[config.mk]
export PLATFORM = sky130hd
export DESIGN_NAME = count_pwm_gen
export DESIGN_NICKNAME = d
export VERILOG_FILES = /design/src/rtl/cnt_pkg.sv /design/src/rtl/duty_shadow_reg.sv /design/src/rtl/count_pwm_gen.sv
export SDC_FILE = /design/constraint.sdc
export NUM_CORES = 1
export LEC_CHECK = 0
export ABC_AREA = 1
export CAP_MARGIN = 10
export CELL_PAD_IN_SITES_DETAIL_PLACEMENT = 1
export CELL_PAD_IN_SITES_GLOBAL_PLACEMENT = 1
export CORE_MARGIN = 1
export CORE_UTILIZATION = 37
export CTS_BUF_LIST = sky130_fd_sc_hd__clkbuf_16
export CTS_CLUSTER_DIAMETER = 40
export DETAILED_ROUTE_END_ITERATION = 8
export PLACE_DENSITY_LB_ADDON = 0.1
export SLEW_MARGIN = 20
export SYNTH_ARGS = -nofsm -noshare
export SYNTH_HDL_FRONTEND = slang
export SYNTH_SLANG_ARGS = --single-unit
[constraint.sdc]
create_clock -name clk -period 2.1 [get_ports clk]
set_input_delay 0.42 -clock clk [delete_from_list [all_inputs] [get_ports clk]]
set_output_delay 0.42 -clock clk [all_outputs]
set_load 0.05 [all_outputs]
[src/rtl/cnt_pkg.sv]
// Shared definitions for blocks that consume the free-running up-counter.
package cnt_pkg;

   localparam int unsigned CNT_W_DEFAULT = 4;

   typedef enum logic [1:0] {
      IDLE = 2'd0,
      SYNC = 2'd1,
      RUN  = 2'd2
   } state_t;

   // Clamp a requested duty to the full period length (2**cnt_w counts).
   function automatic logic [31:0] sat_duty(input logic [31:0] duty, input int unsigned cnt_w);
      logic [31:0] full;
      full = 32'd1 << cnt_w;
      return (duty > full) ? full : duty;
   endfunction

endpackage

[src/rtl/duty_shadow_reg.sv]
// Double-buffered duty register: a pending slot filled through valid/ready,
// promoted to the active duty only on a period boundary.
module duty_shadow_reg
   import cnt_pkg::*;
#(
   parameter int unsigned CNT_W  = CNT_W_DEFAULT,
   parameter int unsigned DUTY_W = CNT_W + 1
) (
   input  logic              clk,
   input  logic              rst,
   input  logic [DUTY_W-1:0] duty_in,
   input  logic              duty_valid,
   output logic              duty_ready,
   input  logic              boundary,
   output logic [DUTY_W-1:0] cmp_duty
);

   logic [DUTY_W-1:0] pending;
   logic              pending_valid;
   logic [DUTY_W-1:0] active_duty;
   logic [DUTY_W-1:0] duty_sat;
   logic              accept;

   assign duty_ready = !pending_valid;
   assign accept     = duty_valid && !pending_valid;
   assign duty_sat   = DUTY_W'(sat_duty(32'(duty_in), CNT_W));

   // The compare on a boundary edge already sees the duty being promoted,
   // so a new period starts cleanly at the new duty.
   always_comb begin
      cmp_duty = active_duty;
      if (boundary && pending_valid) begin
         cmp_duty = pending;
      end
   end

   // Pending/active update; accept and promote are exclusive because
   // accept needs an empty slot and promote needs a full one.
   always_ff @(posedge clk) begin
      if (rst) begin
         pending       <= '0;
         pending_valid <= 1'b0;
         active_duty   <= '0;
      end else if (boundary && pending_valid) begin
         active_duty   <= pending;
         pending_valid <= 1'b0;
      end else if (accept) begin
         pending       <= duty_sat;
         pending_valid <= 1'b1;
      end
   end

endmodule

[src/rtl/count_pwm_gen.sv]
// PWM generator driven by an external free-running up-counter. Aligns to
// count==0, produces a period-start strobe and flags counter sequence faults.
module count_pwm_gen
   import cnt_pkg::*;
#(
   parameter int unsigned CNT_W  = CNT_W_DEFAULT,
   parameter int unsigned DUTY_W = CNT_W + 1
) (
   input  logic              clk,
   input  logic              rst,
   input  logic              en,
   input  logic [CNT_W-1:0]  count,
   input  logic [DUTY_W-1:0] duty_in,
   input  logic              duty_valid,
   output logic              duty_ready,
   output logic              pwm_out,
   output logic              period_start,
   output logic              seq_err
);

   state_t            state;
   logic [CNT_W-1:0]  prev_count;
   logic [CNT_W-1:0]  prev_inc;
   logic [DUTY_W-1:0] cmp_duty;
   logic              cnt_zero;
   logic              boundary;
   logic              duty_hit;

   assign cnt_zero = (count == '0);
   assign prev_inc = prev_count + CNT_W'(1);
   assign duty_hit = (DUTY_W'(count) < cmp_duty);
   // The SYNC->RUN edge counts as a boundary just like count==0 in RUN.
   assign boundary = en && cnt_zero && ((state == SYNC) || (state == RUN));

   duty_shadow_reg #(
      .CNT_W  (CNT_W),
      .DUTY_W (DUTY_W)
   ) u_duty_shadow (
      .clk        (clk),
      .rst        (rst),
      .duty_in    (duty_in),
      .duty_valid (duty_valid),
      .duty_ready (duty_ready),
      .boundary   (boundary),
      .cmp_duty   (cmp_duty)
   );

   // Mode FSM with registered PWM, period strobe and sticky sequence check.
   always_ff @(posedge clk) begin
      if (rst) begin
         state        <= IDLE;
         pwm_out      <= 1'b0;
         period_start <= 1'b0;
         seq_err      <= 1'b0;
         prev_count   <= '0;
      end else begin
         prev_count <= count;
         if (!en) begin
            state        <= IDLE;
            pwm_out      <= 1'b0;
            period_start <= 1'b0;
         end else begin
            unique case (state)
               IDLE: begin
                  state        <= SYNC;
                  pwm_out      <= 1'b0;
                  period_start <= 1'b0;
               end
               SYNC: begin
                  // Alignment edge already produces the first RUN output so
                  // the opening period is complete.
                  if (cnt_zero) begin
                     state        <= RUN;
                     pwm_out      <= duty_hit;
                     period_start <= 1'b1;
                  end else begin
                     pwm_out      <= 1'b0;
                     period_start <= 1'b0;
                  end
               end
               RUN: begin
                  pwm_out      <= duty_hit;
                  period_start <= cnt_zero;
                  if (count != prev_inc) begin
                     seq_err <= 1'b1;
                  end
               end
               default: begin
                  state        <= IDLE;
                  pwm_out      <= 1'b0;
                  period_start <= 1'b0;
               end
            endcase
         end
      end
   end

endmodule

==> metrics.log, run 1 <==
[metrics] length in cells of the worst reg-to-reg path: 10
[metrics] Final Net Count: 186
[metrics] CTS tree: done
[metrics] worst hold start: seq_err
[metrics] worst ir drop on vdd: 0.000378 V
[metrics] number of vias per cell after detailed routing: 4.78
[metrics] CP startpoint kind: input port
[metrics] DRC viols: 0
[metrics] maximum number of pins on one net before global-route repair: 17
[metrics] Endpoint, Worst Hold: seq_err
[metrics] worst hold slack across all endpoints: 0.450 ns
[metrics] Leakage: 0.682 nW
[metrics] num rows: 18
[metrics] combined area of the multi-input logic cells: 566 sq um
[metrics] Detail Route met3 WL: 62 um
[metrics] fraction of final layout cells sized beyond drive strength 1: 23.6%
[metrics] final estimated routing congestion in global placement: 0.697
[metrics] count of antenna-violating nets left after detailed routing: 0
[metrics] Final Core Density: 56.6%
[metrics] fin crit share: 96.0%
[metrics] overall track demand over capacity in global routing: 19.2%
[metrics] DR vias: 933
[metrics] launch point of the worst reg-to-reg path: state[1]
[metrics] maximum fanout along the worst path: 3
[metrics] Vert. Die Dim: 54.6 um
[metrics] share of synthesized registers carrying an async set or reset: 0%
[metrics] worst endpoint data arrival time: 2.21 ns
[metrics] CTS Root Buffer Type: clkbuf_16
[metrics] placed cell areas: 1330 sq um
[metrics] # port buffers: 16
[metrics] worst-case clock skew: 0.00205 ns
[metrics] initial antenna violation count: 0
[metrics] met2 wire length: 1310 um
[metrics] number of synthesized flops with an enable pin: 0
[metrics] critical path capture point type: flip-flop
[metrics] clk buf depth: 2
[metrics] area added between synthesis and finish: 40.8%
[metrics] combined flip-flop and latch cell area: 402 sq um
[metrics] initial cell density of the core: 40.2%
[metrics] Sw Share: 24.1%
[metrics] number of instances on the worst hold path: 2
[metrics] detail-routed net length per standard cell: 12.6 um
[metrics] H-Tree Depth: 1
[metrics] clock-pin slew reported for the worst setup and hold paths after clock tree synthesis: 0.06 ns
[metrics] highest signal layer in the routed design: met4
[metrics] length of the first detailed-routing pass in iterations: 2
[metrics] most common cell after layout, fill and taps aside: nand2_1
[metrics] number of instances in the synthesized netlist: 131
[metrics] number of violations reported at the end of detailed-routing iteration 0: 3
[metrics] Combinational Power Share: 15.2%
[metrics] global route overflow: 0
[metrics] HPWL after DPL: 1870 um
[metrics] Flop pwr share: 42.8%
[metrics] Critical Setup Path Class: input port to flip-flop
[metrics] pre-CTS setup slack: -0.167 ns
[metrics] syn avg cell area: 7.81 sq um
[metrics] post-synthesis instance area: 1020 sq um
[metrics] final total negative setup slack: 0 ns
[metrics] vias in the first global route: 891
[metrics] Core Box Area: 2540 sq um
[metrics] Slew HR: 67.4%
[metrics] Slew @ Worst Pin: 0.488 ns
[metrics] final worst-path setup slack: 0.0833 ns
[metrics] clock network fraction of total power: 42.1%
[metrics] number of top-level pins: 17
[metrics] TritonCTS Buffers: 3
[metrics] Fill cells: 336
[metrics] post-synthesis register bit count: 20
[metrics] Final Hold Fails: 0
[metrics] worst reg2reg setup slack: 0.09 ns
[metrics] max frequency: 496 MHz
[metrics] run status: complete, no violations
[metrics] most used cells in the layout excluding fill and tap cells: nand2_1, dfxtp_1, nor2_1
[metrics] internal portion of total power: 0.000716 W
[metrics] fin crit period: 2.02 ns
[metrics] required arrival time at the worst endpoint: 2.29 ns
[metrics] post-synth cell types: 27
[metrics] Antenna Cells: 0
[metrics] wire length of the first global-routing pass: 3910 um
[metrics] Pwr Density: 654 nW/um^2
[metrics] Detailed Route WL: 2470 um
[metrics] post-route design area: 1440 sq um
[metrics] power dissipated by switching net loads: 0.000227 W
[metrics] final count of negative-setup-slack endpoints: 0
[metrics] worst reg2reg endpoint: pwm_out
[metrics] Synth Net Count: 151
[metrics] floorplan die area: 2980 sq um
[metrics] worst min-delay path class: flip-flop to flip-flop
[metrics] Synthesis Warnings: 0
[metrics] maxcap violations: 0
[metrics] Die X: 54.6 um
[metrics] Met1 Wirelength: 1040 um
[metrics] sequential element share of the synthesized area: 39.1%
[metrics] leading register cell type out of synthesis: dfxtp_1
[metrics] # clock sinks: 20
[metrics] Final Slew Violations: 0
[metrics] Skew-Pair Late Insertion Delay: 0.25 ns
-- cells in the mapped netlist, types with 2 or more instances --
| master | instances | share of area (%) |
|---|---|---|
| a211oi_1 | 2 | 1.5 |
| mux2i_1 | 3 | 2.9 |
| o21ai_0 | 3 | 1.5 |
| a21oi_1 | 6 | 2.9 |
| inv_1 | 18 | 6.6 |
| ha_1 | 7 | 8.6 |
| dfxtp_1 | 20 | 39 |
| nor2_2 | 4 | 2.4 |
| nor2_1 | 18 | 6.6 |
| nand3_1 | 6 | 2.9 |
| inv_2 | 2 | 0.73 |
| nand2_2 | 3 | 1.8 |
| or2_2 | 2 | 1.2 |
| nand2_1 | 24 | 8.8 |
-- worst max-delay path by stage --
stage / to / from / slack [ns] / cells past startpoint
finish: pwm_out / count[0] / 0.08 / 10
global route: pwm_out / count[2] / -0.04 / 10
CTS: pwm_out / state[1] / 0.001 / 10
detailed placement: pwm_out / count[0] / -0.17 / 10
global placement: pwm_out / count[2] / -0.08 / 10
floorplan: pwm_out / state[0] / 0.21 / 10
-- power by group through the flow --
stage	sequential, W	combinational [W]	clock, W
finish	0.000403	0.000143	0.000397
global route	0.000404	0.000160	0.000416
CTS	0.000403	0.000139	0.000402
detailed placement	0.000411	0.000137	0
global placement	0.000410	0.000132	0
floorplan	0.000410	0.0000749	0
-- state kept, by name, summed over array words and instances, names as in the netlist --
register	cells
pwm_out	1
period_start	1
state	2
u_duty_shadow.pending	5
u_duty_shadow.pending_valid	1
u_duty_shadow.active_duty	5
prev_count	4
seq_err	1
-- routing by layer --
layer  GRT usage (%)  vias to the layer above
met5               0                        -
met3            4.17                        7
met2            34.9                       15
met4            8.97                        0
met1            20.6                      431
li1                -                      480
-- worst max-delay path: stages --
cell and delay (ns):
clkdlybuf4s50_1 0.46, nor2_4 0.17, nand2_4 0.09, nor2_8 0.11, mux2i_2 0.27, ha_1 0.29, a21o_1 0.16, nand3_1 0.08
nand3_1 0.08, nor2_1 0.08
-- final cells by class --
cell class | count | area share (%)
inverters | 20 | 5.21
clock buffers | 3 | 5.21
repair buffers | 32 | 19.6
flip-flops and latches | 20 | 27.9
clock inverters | 1 | 0.260
well taps | 30 | 2.60
multi-input cells | 89 | 39.2
-- logic make-up (layout without fill, tap and decap cells) --
kind of cell / count (synthesis) / count (layout) / share of synthesized area [%]
and+or+nand+nor: 62 / 62 / 30.3
buffers and inverters: 22 / 56 / 8.19
DFF: 20 / 20 / 39.1
AOI/OAI and AO/OA: 15 / 15 / 9.17
adders and majority gates: 7 / 7 / 8.56
muxes: 3 / 3 / 2.93
xor gates and xnor gates: 2 / 2 / 1.71
-- through the flow --
| stage | cells | total power (W) |
|---|---|---|
| after global placement | 190 | 0.000542 |
| after floorplan | 131 | 0.000485 |
| after global routing | 195 | 0.000980 |
| final | 195 | 0.000943 |
| after detailed placement | 190 | 0.000548 |
| after CTS | 194 | 0.000943 |
-- repair_timing --
item	4_1_cts	5_1_grt
hold endpoints to repair	0	0
hold buffers	0	0
resized for setup	0	7
setup endpoints to repair	0	1
buffers inserted	0	1
(Power assumes the default switching activity.)
==> run 2, diff against run 1 <==
--- a/config.mk
+++ b/config.mk
@@ -9,7 +9,7 @@
 export CAP_MARGIN = 10
 export CELL_PAD_IN_SITES_DETAIL_PLACEMENT = 1
 export CELL_PAD_IN_SITES_GLOBAL_PLACEMENT = 1
-export CORE_MARGIN = 1
+export CORE_MARGIN = 3
 export CORE_UTILIZATION = 37
 export CTS_BUF_LIST = sky130_fd_sc_hd__clkbuf_16
 export CTS_CLUSTER_DIAMETER = 40
@@ -18,4 +18,5 @@
 export SLEW_MARGIN = 20
 export SYNTH_ARGS = -nofsm -noshare
 export SYNTH_HDL_FRONTEND = slang
+export SYNTH_HIERARCHICAL = 1
 export SYNTH_SLANG_ARGS = --single-unit
==> run 2 against run 1 <==
Net effect: sequential power about the same; worst hold slack better by 0.011 ns; critical path depth shrank 8; combinational power grew 5%; wire length is 5.6% higher; die area is 23% higher; synthesized cell count is 19% higher; critical endpoint is now duty_ready; highest routed layer unchanged.
==> metrics.log, run 2 <==
[metrics] Skew-Pair Late Insertion Delay: 0.25 ns (about the same)
[metrics] run status: complete, no violations
[metrics] initial cell density of the core: 39.3% (-0.92 points)
[metrics] Slew @ Worst Pin: 0.495 ns (+0.00703 ns)
[metrics] DRC viols: 0 (unchanged)
[metrics] fin crit share: 95.7% (-0.33 points)
[metrics] top cells by area, synth: dfxtp_1, inv_1, nand2_1, ha_1, nor2_1
[metrics] final count of negative-setup-slack endpoints: 0 (unchanged)
[metrics] leading register cell type out of synthesis: dfxtp_1
[metrics] Pwr Density: 619 nW/um^2 (-5.4%)
[metrics] DR vias: 1012 (+8.5%)
[metrics] maximum fanout along the worst path: 3 (unchanged)
[metrics] Critical Setup Path Class: flip-flop to output pin
[metrics] initial antenna violation count: 0 (unchanged)
[metrics] CTS Root Buffer Type: clkbuf_16
[metrics] pre-CTS setup slack: -0.355 ns (-0.188 ns)
[metrics] vias in the first global route: 995 (+12%)
[metrics] global route overflow: 0 (unchanged)
[metrics] count of antenna-violating nets left after detailed routing: 0 (unchanged)
[metrics] post-synthesis instance area: 1100 sq um (+7.7%)
[metrics] share of synthesized registers carrying an async set or reset: 0% (unchanged)
[metrics] post-synth cell types: 20 (-26%)
[metrics] Vert. Die Dim: 60.6 um (+11%)
[metrics] Yosys top cell by area: dfxtp_1
[metrics] Critical-path top delay cell: clkdlybuf4s50_1
[metrics] number of vias per cell after detailed routing: 4.58 (-4.3%)
[metrics] sequential element share of the synthesized area: 36.3% (-2.8 points)
[metrics] cell types with the highest counts after synthesis: inv_1, nand2_1, dfxtp_1, nor2_1
[metrics] Final Net Count: 212 (+14%)
[metrics] Slew HR: 66.9% (-0.47 points)
[metrics] post-route design area: 1530 sq um (+6.3%)
[metrics] length of the first detailed-routing pass in iterations: 3 (+1)
[metrics] largest registers: u_duty_shadow/active_duty (5), u_duty_shadow/pending (5), prev_count (4)
[metrics] number of synthesized flops with an enable pin: 0 (unchanged)
[metrics] Synth Net Count: 176 (+17%)
[metrics] critical-path cell list: inv_1 -> clkdlybuf4s50_1
[metrics] worst min-delay path class: flip-flop to flip-flop
[metrics] clk buf depth: 2 (unchanged)
[metrics] syn avg cell area: 7.07 sq um (-9.6%)
[metrics] fin crit period: 2.01 ns (-0.00695 ns)
[metrics] maximum number of pins on one net before global-route repair: 11 (-6)
[metrics] Synth top area share: 36.3% (-2.8 points)
[metrics] number of violations reported at the end of detailed-routing iteration 0: 36 (+33)
[metrics] CTS tree: done
[metrics] Synthesis Warnings: 6 (+6)
[metrics] Final Slew Violations: 0 (unchanged)
[metrics] length in cells of the worst reg-to-reg path: 15 (+5)
[metrics] wire length of the first global-routing pass: 4190 um (+7.1%)
[metrics] overall track demand over capacity in global routing: 15.6% (-3.6 points)
[metrics] non-filler instance count after layout: 221 (+13%)
[metrics] maxcap violations: 0 (unchanged)
[metrics] Antenna Cells: 0 (unchanged)
[metrics] Detailed Route WL: 2600 um (+5.6%)
[metrics] instance count after placement with tap cells included: 215 (+13%)
[metrics] area added between synthesis and finish: 39.0%
[metrics] floorplan die area: 3670 sq um (+23%)
[metrics] max frequency: 498 MHz (+0.35%)
[metrics] placed cell areas: 1390 sq um (+4.7%)
[metrics] critical path capture point type: output pin
[metrics] Fill cells: 359 (+6.8%)
[metrics] final worst-path setup slack: 0.0903 ns (+0.00695 ns)
[metrics] detail-routed net length per standard cell: 11.8 um (-6.8%)
[metrics] CP startpoint kind: flip-flop
[metrics] fraction of final layout cells sized beyond drive strength 1: 26.3% (+2.7 points)
[metrics] largest incremental delay on the critical path: 0.83 ns (+0.37 ns)
[metrics] num rows: 19 (+1)
[metrics] most repeated cell in the gate-level netlist after synthesis: inv_1
[metrics] final estimated routing congestion in global placement: 0.745 (+6.8%)
[metrics] number of instances on the worst hold path: 2 (unchanged)
[metrics] clock-pin slew reported for the worst setup and hold paths after clock tree synthesis: 0.06 ns (about the same)
[metrics] # port buffers: 16 (unchanged)
[metrics] # clock sinks: 20 (unchanged)
[metrics] H-Tree Depth: 1 (unchanged)
[metrics] post-synthesis register bit count: 20 (unchanged)
[metrics] count of hold buffers inserted by post-cts repair: 0 (unchanged)
[metrics] Die X: 60.6 um (+11%)
[metrics] most common cell after layout, fill and taps aside: inv_1
[metrics] Leakage: 0.793 nW (+16%)
[metrics] worst reg2reg setup slack: 0.14 ns (+0.05 ns)
[metrics] final total negative setup slack: 0 ns (unchanged)
[metrics] HPWL after DPL: 2070 um (+11%)
[metrics] number of instances in the synthesized netlist: 156 (+19%)
[metrics] most used cells in the layout excluding fill and tap cells: inv_1, nand2_1, nor2_1
[metrics] number of top-level pins: 17 (unchanged)
[metrics] worst-case clock skew: 0.00152 ns (-0.000529 ns)
[metrics] worst ir drop on vdd: 0.000403 V (+6.4%)
[metrics] required arrival time at the worst endpoint: 1.68 ns (-0.61 ns)
[metrics] Core Box Area: 2810 sq um (+10%)
[metrics] TritonCTS Buffers: 3 (unchanged)
[metrics] Final Hold Fails: 0 (unchanged)
[metrics] worst endpoint data arrival time: 1.59 ns (-0.62 ns)
==> run 2: cell count changes in the layout (fill, tap and decap cells not counted), sizes merged, moves of 3 or more <==
cell           before  now
clkdlybuf4s50      15   11
o21ai               3   10
nand2              28   38
dlygate4sd2         0    3
inv                20   41
mux2i               3    0
nor2               24   20
==> run 2: what timing repair did <==
item | in CTS | in global routing
pin swaps | 2 | 2
setup endpoints to repair | 1 | 1
setup buffers | 2 | 1
gates resized for setup | 8 | 10
==> run 2: path summary, 6_finish.rpt <==
| check | endpoint | startpoint |
|---|---|---|
| max | duty_ready | u_duty_shadow/pending_valid |
| min | seq_err | seq_err |
| max reg2reg | pwm_out | state[1] |
| min reg2reg | seq_err | seq_err |
==> run 2: cell type report <==
class	count	area, sq um	share of cell area (%)
Multi-Input combinational cell	94	581	37.9
Inverter	41	154	10.0
Sequential cell	20	403	26.3
Tap cell	31	38.8	2.53
Timing Repair Buffer	32	282	18.4
Clock buffer	3	75.1	4.90
==> run 2: report_power, final <==
group	total (W)	internal [W]	switching, W
Clock	0.000392	0.000251	0.000141
Sequential	0.000406	0.000395	0.0000114
Combinational	0.000150	0.0000706	0.0000797
Total	0.000949	0.000717	0.000232
==> run 2: cell families after synthesis <==
family                     Yosys count  synth area share, %
xor gates and xnor gates             1                0.795
DFF                                 20                 36.3
AOI/OAI and AO/OA                   19                 11.2
and+or+nand+nor                     67                 28.7
adders and majority gates            7                 7.95
buffers and inverters               42                 15.0
==> run 2: through the flow <==
stage                     hold WS [ns]  util (%)  power [W]
after floorplan                  0.452         -   0.000488
after global placement           0.447      49.5   0.000549
after detailed placement         0.452      49.5   0.000557
after CTS                        0.462      53.3   0.000955
after global routing             0.476      54.6   0.000994
final                            0.461      54.6   0.000949
==> run 2: critical path, delay by kind of cell, from the launching register on <==
kind	cells	cell delay, ns
buffers and inverters	2	0.98
DFF	1	0.36
==> run 2: metal layers <==
layer  GRT usage (%)  up-vias  part of all wire (%)
li1                -      531                     -
met3            2.55        3                   2.5
met4            6.50        0                   1.4
met5               0        -                     0
met2            29.0       14                    53
met1            17.4      464                    43
==> run 3, diff against run 2 <==
--- a/config.mk
+++ b/config.mk
@@ -10,7 +10,7 @@
 export CELL_PAD_IN_SITES_DETAIL_PLACEMENT = 1
 export CELL_PAD_IN_SITES_GLOBAL_PLACEMENT = 1
 export CORE_MARGIN = 3
-export CORE_UTILIZATION = 37
+export CORE_UTILIZATION = 34
 export CTS_BUF_LIST = sky130_fd_sc_hd__clkbuf_16
 export CTS_CLUSTER_DIAMETER = 40
 export DETAILED_ROUTE_END_ITERATION = 8
==> constraint.sdc (replaced) <==
create_clock -name clk -period 1.7 [get_ports clk]
set_input_delay 0.34 -clock clk [delete_from_list [all_inputs] [get_ports clk]]
set_output_delay 0.34 -clock clk [all_outputs]
set_load 0.05 [all_outputs]
==> run 3 against run 2 <==
Net effect: the run now ends with negative setup slack left; highest routed layer unchanged; wire length is 11% higher; cell count rose by 11%; critical path depth is 12 higher; worst hold slack improved by 0.018 ns; clock skew increased by 0.0040 ns.
==> metrics.log, run 3 (synthesis results as in run 2) <==
[metrics] worst reg2reg setup slack: -0.24 ns (-0.38 ns)
[metrics] Slew HR: 86.0% (+19 points)
[metrics] internal portion of total power: 0.000907 W (+26%)
[metrics] most common cell after layout, fill and taps aside: inv_1
[metrics] Leakage: 0.848 nW (+6.9%)
[metrics] HPWL after DPL: 2150 um (+3.6%)
[metrics] Final Net Count: 223 (+5.2%)
[metrics] area added between synthesis and finish: 51.0%
[metrics] worst setup path startpoint: state[1]
[metrics] number of top-level pins: 17 (unchanged)
[metrics] placed cell areas: 1480 sq um (+6.3%)
[metrics] critical path capture point type: flip-flop
[metrics] maxcap violations: 0 (unchanged)
[metrics] maximum fanout along the worst path: 6 (+3)
[metrics] crit path to: pwm_out
[metrics] required arrival time at the worst endpoint: 1.88 ns (+0.20 ns)
[metrics] Flop pwr share: 41.9% (-0.9 points)
[metrics] worst-case clock skew: 0.00556 ns (+0.00403 ns)
[metrics] Slew @ Worst Pin: 0.210 ns (-0.285 ns)
[metrics] number of violations reported at the end of detailed-routing iteration 0: 16 (-56%)
[metrics] most used cells in the layout excluding fill and tap cells: inv_1, buf_4, nand2_1
[metrics] fin crit share: 114%
[metrics] Pwr Density: 721 nW/um^2 (+16%)
[metrics] global route overflow: 0 (unchanged)
[metrics] # clock sinks: 20 (unchanged)
[metrics] final estimated routing congestion in global placement: 0.701 (-5.8%)
[metrics] fraction of final layout cells sized beyond drive strength 1: 35.8% (+9.5 points)
[metrics] Die X: 62.9 um (+3.9%)
[metrics] Vert. Die Dim: 62.9 um (+3.9%)
[metrics] failing checks: negative setup slack
[metrics] worst endpoint data arrival time: 2.12 ns (+0.53 ns)
[metrics] worst ir drop on vdd: 0.000446 V (+11%)
[metrics] initial antenna violation count: 0 (unchanged)
[metrics] count of antenna-violating nets left after detailed routing: 0 (unchanged)
[metrics] worst hold slack across all endpoints: 0.479 ns (+0.0179 ns)
[metrics] length in cells of the worst reg-to-reg path: 14 (-1)
[metrics] clk buf depth: 2 (unchanged)
[metrics] Final Hold Fails: 0 (unchanged)
[metrics] number of vias per cell after detailed routing: 4.35 (-5.0%)
[metrics] detail-routed net length per standard cell: 11.8 um (+0.32%)
[metrics] Combinational Power Share: 18.2% (+2.4 points)
[metrics] max frequency: 514 MHz
[metrics] Final Slew Violations: 0 (unchanged)
[metrics] Sw Share: 24.4% (-0.082 points)
[metrics] CTS Root Buffer Type: clkbuf_16
[metrics] largest registers: u_duty_shadow/active_duty (5), u_duty_shadow/pending (5), prev_count (4)
[metrics] maximum number of pins on one net before global-route repair: 11 (unchanged)
[metrics] initial cell density of the core: 35.8% (-3.5 points)
[metrics] CTS tree: done
[metrics] wire length of the first global-routing pass: 4650 um (+11%)
[metrics] floorplan die area: 3960 sq um (+7.9%)
[metrics] DR vias: 1066 (+5.3%)
[metrics] overall track demand over capacity in global routing: 14.6% (-0.99 points)
[metrics] CP startpoint kind: flip-flop
[metrics] DRC viols: 0 (unchanged)
[metrics] clock network fraction of total power: 39.9% (-1.4 points)
[metrics] H-Tree Depth: 1 (unchanged)
[metrics] power dissipated by switching net loads: 0.000292 W (+26%)
[metrics] launch point of the worst reg-to-reg path: state[1]
[metrics] worst min-delay path class: flip-flop to flip-flop
[metrics] RSZ-0062 raised after global routing: yes
[metrics] pre-CTS setup slack: -0.624 ns (-0.269 ns)
[metrics] num rows: 20 (+1)
[metrics] length of the first detailed-routing pass in iterations: 3 (unchanged)
[metrics] final count of negative-setup-slack endpoints: 1 (+1)
[metrics] fin crit period: 1.94 ns
[metrics] post-route design area: 1660 sq um (+8.6%)
[metrics] Detailed Route WL: 2900 um (+11%)
[metrics] run status: complete, but fails checks
[metrics] Critical Setup Path Class: flip-flop to flip-flop
[metrics] Fill cells: 384 (+7.0%)
[metrics] Antenna Cells: 0 (unchanged)
[metrics] Skew-Pair Late Insertion Delay: 0.25 ns (about the same)
[metrics] vias in the first global route: 1135 (+14%)
[metrics] final worst-path setup slack: -0.245 ns (-0.335 ns)
[metrics] TritonCTS Buffers: 3 (unchanged)
[metrics] worst reg2reg endpoint: pwm_out
[metrics] Core Box Area: 3080 sq um (+9.7%)
[metrics] # port buffers: 16 (unchanged)
[metrics] final total negative setup slack: -0.245 ns (-0.245 ns)
[metrics] clock-pin slew reported for the worst setup and hold paths after clock tree synthesis: 0.06 ns (about the same)
[run 3: cell count changes in the layout (fill, tap and decap cells not counted), moves of 2 or more]
cell | previous run | this run
dlymetal6s2s_1 | 2 | 0
inv_2 | 6 | 9
clkdlybuf4s50_1 | 11 | 8
inv_1 | 35 | 32
ha_1 | 5 | 3
buf_4 | 16 | 29
[run 3: worst min-delay path by stage]
stage | to | slack (ns) | cells after the start | startpoint
6_report | seq_err | 0.48 | 2 | seq_err
5_1_grt | seq_err | 0.50 | 2 | seq_err
4_1_cts | seq_err | 0.48 | 2 | seq_err
3_5_place_dp | seq_err | 0.47 | 2 | seq_err
3_3_place_gp | seq_err | 0.45 | 2 | seq_err
2_1_floorplan | seq_err | 0.40 | 1 | rst
[run 3: through the flow]
step,instances,power (W),util (%)
2_1_floorplan,156,0.000609,-
3_3_place_gp,234,0.000698,47.9
3_5_place_dp,234,0.000709,47.9
4_1_cts,242,0.00120,52.7
5_1_grt,245,0.00126,54.1
6_report,245,0.00120,54.1
[run 3: metal layers]
| metal | vias up | wire [um] | part of all wire [%] | track usage (%) |
|---|---|---|---|---|
| met4 | 0 | 11 | 0.38 | 3.31 |
| met2 | 15 | 1680 | 58 | 29.4 |
| met3 | 2 | 104 | 3.6 | 3.78 |
| met1 | 496 | 1100 | 38 | 14.6 |
| li1 | 553 | - | - | - |
| met5 | - | 0 | 0 | 0 |
[run 3: worst max-delay path: stages (launching register included)]
cell     delay [ns]
dfxtp_2        0.33
inv_2          0.05
ha_4           0.27
nand2_4        0.06
nor2_4         0.10
nand2_4        0.08
o21ai_2        0.16
inv_1          0.10
inv_2          0.07
ha_4           0.19
nand2_1        0.06
inv_1          0.04
o21ai_1        0.12
o21ai_1        0.09
nor3_2         0.14
[run 3: final cells by class]
type | instances | area, sq um | share of cell area (%)
Inverter | 41 | 154 | 9.25
Clock buffer | 3 | 75.1 | 4.51
Timing Repair Buffer | 43 | 364 | 21.9
Multi-Input combinational cell | 94 | 613 | 36.8
Sequential cell | 20 | 403 | 24.2
Tap cell | 44 | 55.1 | 3.31
[run 3: timing repair]
action | CTS | global route
pin swaps | 10 | 10
setup endpoints to repair | 1 | 1
hold buffers | 0 | 0
setup buffers | 5 | 3
gates cloned | 0 | 0
resized for setup | 12 | 5
[run 3: power groups by stage]
stage	logic, W	registers, W	clock network, W
2_1_floorplan	0.0000989	0.000511	0
3_3_place_gp	0.000187	0.000511	0
3_5_place_dp	0.000197	0.000512	0
4_1_cts	0.000209	0.000502	0.000486
5_1_grt	0.000243	0.000504	0.000513
6_report	0.000219	0.000502	0.000478
